`src/rtl/kb_code_queue.sv`:
```
// +----------------------------------------------------------------------------+
// | kb_code_queue: keyboard scan-code prefix decoder feeding a show-ahead FIFO  |
// | Rev 1.0                                                                    |
// +----------------------------------------------------------------------------+
`default_nettype none

module kb_code_queue #(
  parameter int DEPTH = 8
) (
  input  logic                       CLK,
  input  logic                       ARST,
  input  logic [7:0]                 KBCODE,
  input  logic                       KBSTROBE,
  input  logic                       POP,
  input  logic                       CLR_OVF,
  output logic [7:0]                 CODE,
  output logic                       RELEASE,
  output logic                       VALID,
  output logic                       EMPTY,
  output logic                       FULL,
  output logic [$clog2(DEPTH):0]     COUNT,
  output logic                       OVERFLOW
);

  localparam int PW = $clog2(DEPTH);
  localparam int CW = PW + 1;
  localparam logic [7:0] BYTE_BRK = 8'hF0;
  localparam logic [7:0] BYTE_EXT = 8'hE0;

  typedef enum logic {S_IDLE, S_BRK} state_t;

  state_t            state_q, state_d;
  logic              strobe_q;
  logic [7:0]        last_make_q, last_make_d;
  logic              last_valid_q, last_valid_d;
  logic [8:0]        mem_q [DEPTH];
  logic [8:0]        mem_d [DEPTH];
  logic [PW-1:0]     wr_ptr_q, wr_ptr_d;
  logic [PW-1:0]     rd_ptr_q, rd_ptr_d;
  logic [CW-1:0]     count_q, count_d;
  logic              ovf_q, ovf_d;

  logic              byte_ev;
  logic              push_req;
  logic              push_rel;
  logic              full;
  logic              empty;
  logic              pop_eff;
  logic              wr_en;

  assign byte_ev = KBSTROBE & ~strobe_q;
  assign full    = (count_q == CW'(DEPTH));
  assign empty   = (count_q == '0);
  assign pop_eff = POP & ~empty;
  // A full queue still accepts a push when the head leaves in the same cycle.
  assign wr_en   = push_req & (~full | pop_eff);

  always_comb begin
    state_d      = state_q;
    last_make_d  = last_make_q;
    last_valid_d = last_valid_q;
    push_req     = 1'b0;
    push_rel     = 1'b0;
    if (byte_ev && KBCODE != BYTE_EXT) begin
      if (state_q == S_IDLE) begin
        if (KBCODE == BYTE_BRK) begin
          state_d = S_BRK;
        end else if (!(last_valid_q && KBCODE == last_make_q)) begin
          push_req     = 1'b1;
          last_make_d  = KBCODE;
          last_valid_d = 1'b1;
        end
      end else if (KBCODE != BYTE_BRK) begin
        push_req = 1'b1;
        push_rel = 1'b1;
        state_d  = S_IDLE;
        if (KBCODE == last_make_q) begin
          last_valid_d = 1'b0;
        end
      end
    end
  end

  always_comb begin
    mem_d    = mem_q;
    wr_ptr_d = wr_ptr_q;
    rd_ptr_d = rd_ptr_q;
    if (wr_en) begin
      mem_d[wr_ptr_q] = {push_rel, KBCODE};
      wr_ptr_d        = wr_ptr_q + PW'(1);
    end
    if (pop_eff) begin
      rd_ptr_d = rd_ptr_q + PW'(1);
    end
    count_d = count_q + CW'(wr_en) - CW'(pop_eff);
    ovf_d   = (push_req & full & ~pop_eff) | (ovf_q & ~CLR_OVF);
  end

  always_ff @(posedge CLK or posedge ARST) begin
    if (ARST) begin
      state_q      <= S_IDLE;
      strobe_q     <= 1'b1;
      last_make_q  <= 8'h00;
      last_valid_q <= 1'b0;
      wr_ptr_q     <= '0;
      rd_ptr_q     <= '0;
      count_q      <= '0;
      ovf_q        <= 1'b0;
      for (int i = 0; i < DEPTH; i++) begin
        mem_q[i] <= '0;
      end
    end else begin
      state_q      <= state_d;
      strobe_q     <= KBSTROBE;
      last_make_q  <= last_make_d;
      last_valid_q <= last_valid_d;
      wr_ptr_q     <= wr_ptr_d;
      rd_ptr_q     <= rd_ptr_d;
      count_q      <= count_d;
      ovf_q        <= ovf_d;
      mem_q        <= mem_d;
    end
  end

  assign CODE     = mem_q[rd_ptr_q][7:0];
  assign RELEASE  = mem_q[rd_ptr_q][8];
  assign VALID    = ~empty;
  assign EMPTY    = empty;
  assign FULL     = full;
  assign COUNT    = count_q;
  assign OVERFLOW = ovf_q;

endmodule

`default_nettype wire

```
`config.mk`:
```
export PLATFORM = sky130hd
export DESIGN_NAME = kb_code_queue
export DESIGN_NICKNAME = d
export VERILOG_FILES = /design/src/rtl/kb_code_queue.sv
export SDC_FILE = /design/constraint.sdc
export NUM_CORES = 1
export LEC_CHECK = 0
export BUFFER_PORTS_ARGS = -buffer_cell sky130_fd_sc_hd__buf_4
export CAP_MARGIN = 20
export CORE_AREA = 3 3 140 142
export DETAILED_ROUTE_END_ITERATION = 7
export DIE_AREA = 0 0 143 145
export HOLD_SLACK_MARGIN = 0.06
export SETUP_SLACK_MARGIN = 0.2
export SLEW_MARGIN = 20
export SYNTH_ARGS = -nofsm -noshare
export SYNTH_HDL_FRONTEND = slang
export SYNTH_SLANG_ARGS = --single-unit
```
`constraint.sdc`:
```
create_clock -name CLK -period 3.2 [get_ports CLK]
set_input_delay 0.64 -clock CLK [delete_from_list [all_inputs] [get_ports CLK]]
set_output_delay 0.64 -clock CLK [all_outputs]
set_load 0.03 [all_outputs]
```
==> impl_metrics.py <==
metrics = {
    "drt": {
        "dr.pass1.iters": 4,
        "drt-initial-drc-count": 58,
        "antenna_left": 0,
        "via_count": 2506,
        "drc_errors": 0,
        "wl_mm": 9.335,
        "viasPerCell": 4.389,
        "post_drt_wl_per_cell_um": 16.35,
    },
    "setup_path": {
        "crit_fanout": 11,
        "end_kind": "output port",
        "cp_data_required_time_ns": 2.56,
        "cp_common_cell": "buf_4",
        "startpoint_type": "register",
        "cp_slowest_cell": "dfrtp_1",
        "critPathMaxStageDelay_ns": 0.66,
        "arrival_ns": 2.12,
        "path_cells": "buf_4 -> mux4_2 -> mux2_2 -> buf_4",
        "path_class": "reg -> out",
    },
    "timing": {
        "hold_viol": 0,
        "tightest_slew_ns": 0.8216,
        "fmax_mhz": 362.4,
        "setup_viol": 0,
        "slew_violations": 0,
        "slew-limit-headroom_pct": 45.11,
        "fin_ws_ns": 0.4404,
        "period_minus_slack_ns": 2.760,
        "fin_worst_skew_ns": 0.007502,
        "finalCritPeriodShare_pct": 86.24,
        "rsz0062_at_grt": "false",
        "finalSetupTns_ns": 0,
    },
    "yosys": {
        "ys_seq_elements": 94,
        "synth-edff-count": 0,
        "synth_common_cells": "dfrtp_1 (93), mux2_2 (64), mux2_4 (18), mux4_2 (18)",
        "synth_top_area_share_pct": 50.49,
        "ys.warnings.count": 0,
        "ys_top_cells_by_area": "dfrtp_1 (50%), mux2_2 (16%), mux4_2 (8.8%)",
        "synth_most_common_cell": "dfrtp_1",
        "synth_cell_types": 40,
        "netlist_area_um2": 4609,
        "ys_seq_area_share_pct": 51.06,
        "synthesis.nets": 320,
        "syn_avg_cell_area_um2": 15.47,
        "synthArstFlopShare_pct": 100.0,
        "synth_ff_type": "dfrtp_1",
        "syn_inst": 298,
        "yosysTopAreaCell": "dfrtp_1",
    },
    "clock_network": {
        "cts_sinks": 94,
        "cts_buffers": 9,
        "cts_resized": 0,
        "clock-root-buffer": "clkbuf_16",
        "cts_tree": "yes",
        "h-tree-depth": 3,
        "clk_latency_ns": 0.34,
        "postCtsSetupRepairBufs": 0,
        "cts_max_path_buffers": 2,
        "ctsHoldBuffers": 0,
        "clkTransAtPathRegs_ns": 0.06,
    },
    "die": {
        "die_h_um": 145,
        "io_pins": 30,
        "fp-row-count": 50,
        "core_um2": 18580,
        "start_util_pct": 24.81,
        "die_w_um": 143,
        "die-area_um2": 20740,
    },
    "placed_design": {
        "place_ws_ns": 0.1490,
        "placed_area_um2": 5127,
        "place_hpwl_mm": 6.559,
        "gp_congestion": 0.7397,
        "numPortBuffers": 29,
        "placedCellCount": 555,
    },
    "pwr": {
        "leakagePower_nw": 2.362,
        "vdd_drop_max_mv": 0.3539,
        "power_w": 0.005343,
        "power.density_nw_per_um2": 989.8,
    },
    "layout": {
        "antenna_cells": 0,
        "area_growth_pct": 17.10,
        "multi_input_area_um2": 2105,
        "finalNetCount": 354,
        "regArea_um2": 2354,
        "final_area_um2": 5398,
        "fillers": 1829,
        "drive_gt1_share_pct": 49.85,
        "final_cells": 571,
    },
    "run_status": {
        "outcome": "finished clean",
    },
    "worst_hold_path": {
        "holdCritPathClass": "in -> reg",
    },
    "global_routing": {
        "grt_max_degree": 42,
        "grtUsageTotal_pct": 9.695,
        "grt_pass1_wl_mm": 15.79,
        "antenna_found_initial": 0,
        "grt_pass1_vias": 2808,
        "gr-total-overflow": 0,
    },
    "flow_run": {
        "maxCapViolCount": 0,
    },
}
layout make-up:
cell class | instances | area share [%]
Sequential cell | 94 | 43.60
Multi-Input combinational cell | 174 | 38.99
Timing Repair Buffer | 43 | 6.212
Tap cell | 234 | 5.424
Clock buffer | 13 | 4.636
Inverter | 10 | 0.7650
Clock inverter | 3 | 0.3709
power by group:
group | switching [W] | internal, W | leakage (nW)
logic | 0.00103 | 0.00127 | 1.08
clock network | 0.000428 | 0.000547 | 0.126
registers | 0.000357 | 0.00171 | 1.15
per-layer routing:
layer | up-vias | track usage [%] | part of all wire [%]
li1 | 1143 | - | -
met1 | 1326 | 13.08 | 46
met2 | 26 | 15.91 | 51
met3 | 11 | 1.187 | 1.7
met4 | 0 | 3.565 | 1.6
met5 | - | 0 | 0
path summary, 6_finish.rpt:
check | startpoint | endpoint | slack, ns | cells past startpoint
max reg2reg | COUNT[2] | COUNT[2] | 0.64 | 12
min reg2reg | mem_q[30] | mem_q[30] | 0.49 | 1
min in group asynchronous | ARST | mem_q[53] | 0.47 | 2
max in group asynchronous | ARST | mem_q[18] | 2.01 | 3
max | rd_ptr_q[1] | CODE[5] | 0.44 | 4
min | KBSTROBE | strobe_q | 0.41 | 1
metrics by stage:
stage,hold WS [ns],utilization (%)
finish,0.4138,29.05
detailed placement,0.4825,27.60
global route,0.4060,29.05
floorplan,0.4595,-
global placement,0.4694,27.60
CTS,0.4062,29.05
flip-flops by register name, indices dropped and copies added (netlist names):
name / flops
state_q: 1
wr_ptr_q: 3
rd_ptr_q: 3
last_make_q: 8
strobe_q: 1
OVERFLOW: 1
last_valid_q: 1
COUNT: 4
mem_q: 72
cells by family after synthesis:
group / count (synthesis) / synth area share [%]
XOR/XNOR: 14 / 2.660
AO/OA/AOI/OAI: 9 / 1.547
AND/OR/NAND/NOR: 33 / 6.244
buffers and inverters: 30 / 3.393
adder cells (fa/ha/maj): 9 / 2.606
flip-flops: 94 / 51.06
multiplexers: 109 / 32.49
layout by cell type (no fill, tap or decap), types with 2 or more instances in the layout:
master / Yosys / layout
clkbuf_16: 0 / 9
nor2_1: 5 / 5
nor4b_4: 4 / 4
mux2_2: 64 / 64
ha_1: 8 / 8
dfrtp_1: 93 / 93
nand2_1: 5 / 5
mux2_1: 9 / 9
buf_4: 5 / 42
mux4_2: 18 / 18
xnor2_1: 9 / 9
xor2_1: 5 / 5
clkinvlp_4: 0 / 3
mux2_4: 18 / 18
clkbuf_1: 10 / 3
a21oi_1: 2 / 2
inv_1: 10 / 9
nand3_1: 3 / 3
nand2b_1: 3 / 3
critical path, delay by kind of cell (launching register included):
family   cells  cell delay (ns)
buf+inv      2             0.49
flops        1             0.66
mux          2             0.63
No activity file was read; power rests on OpenSTA's default activity.
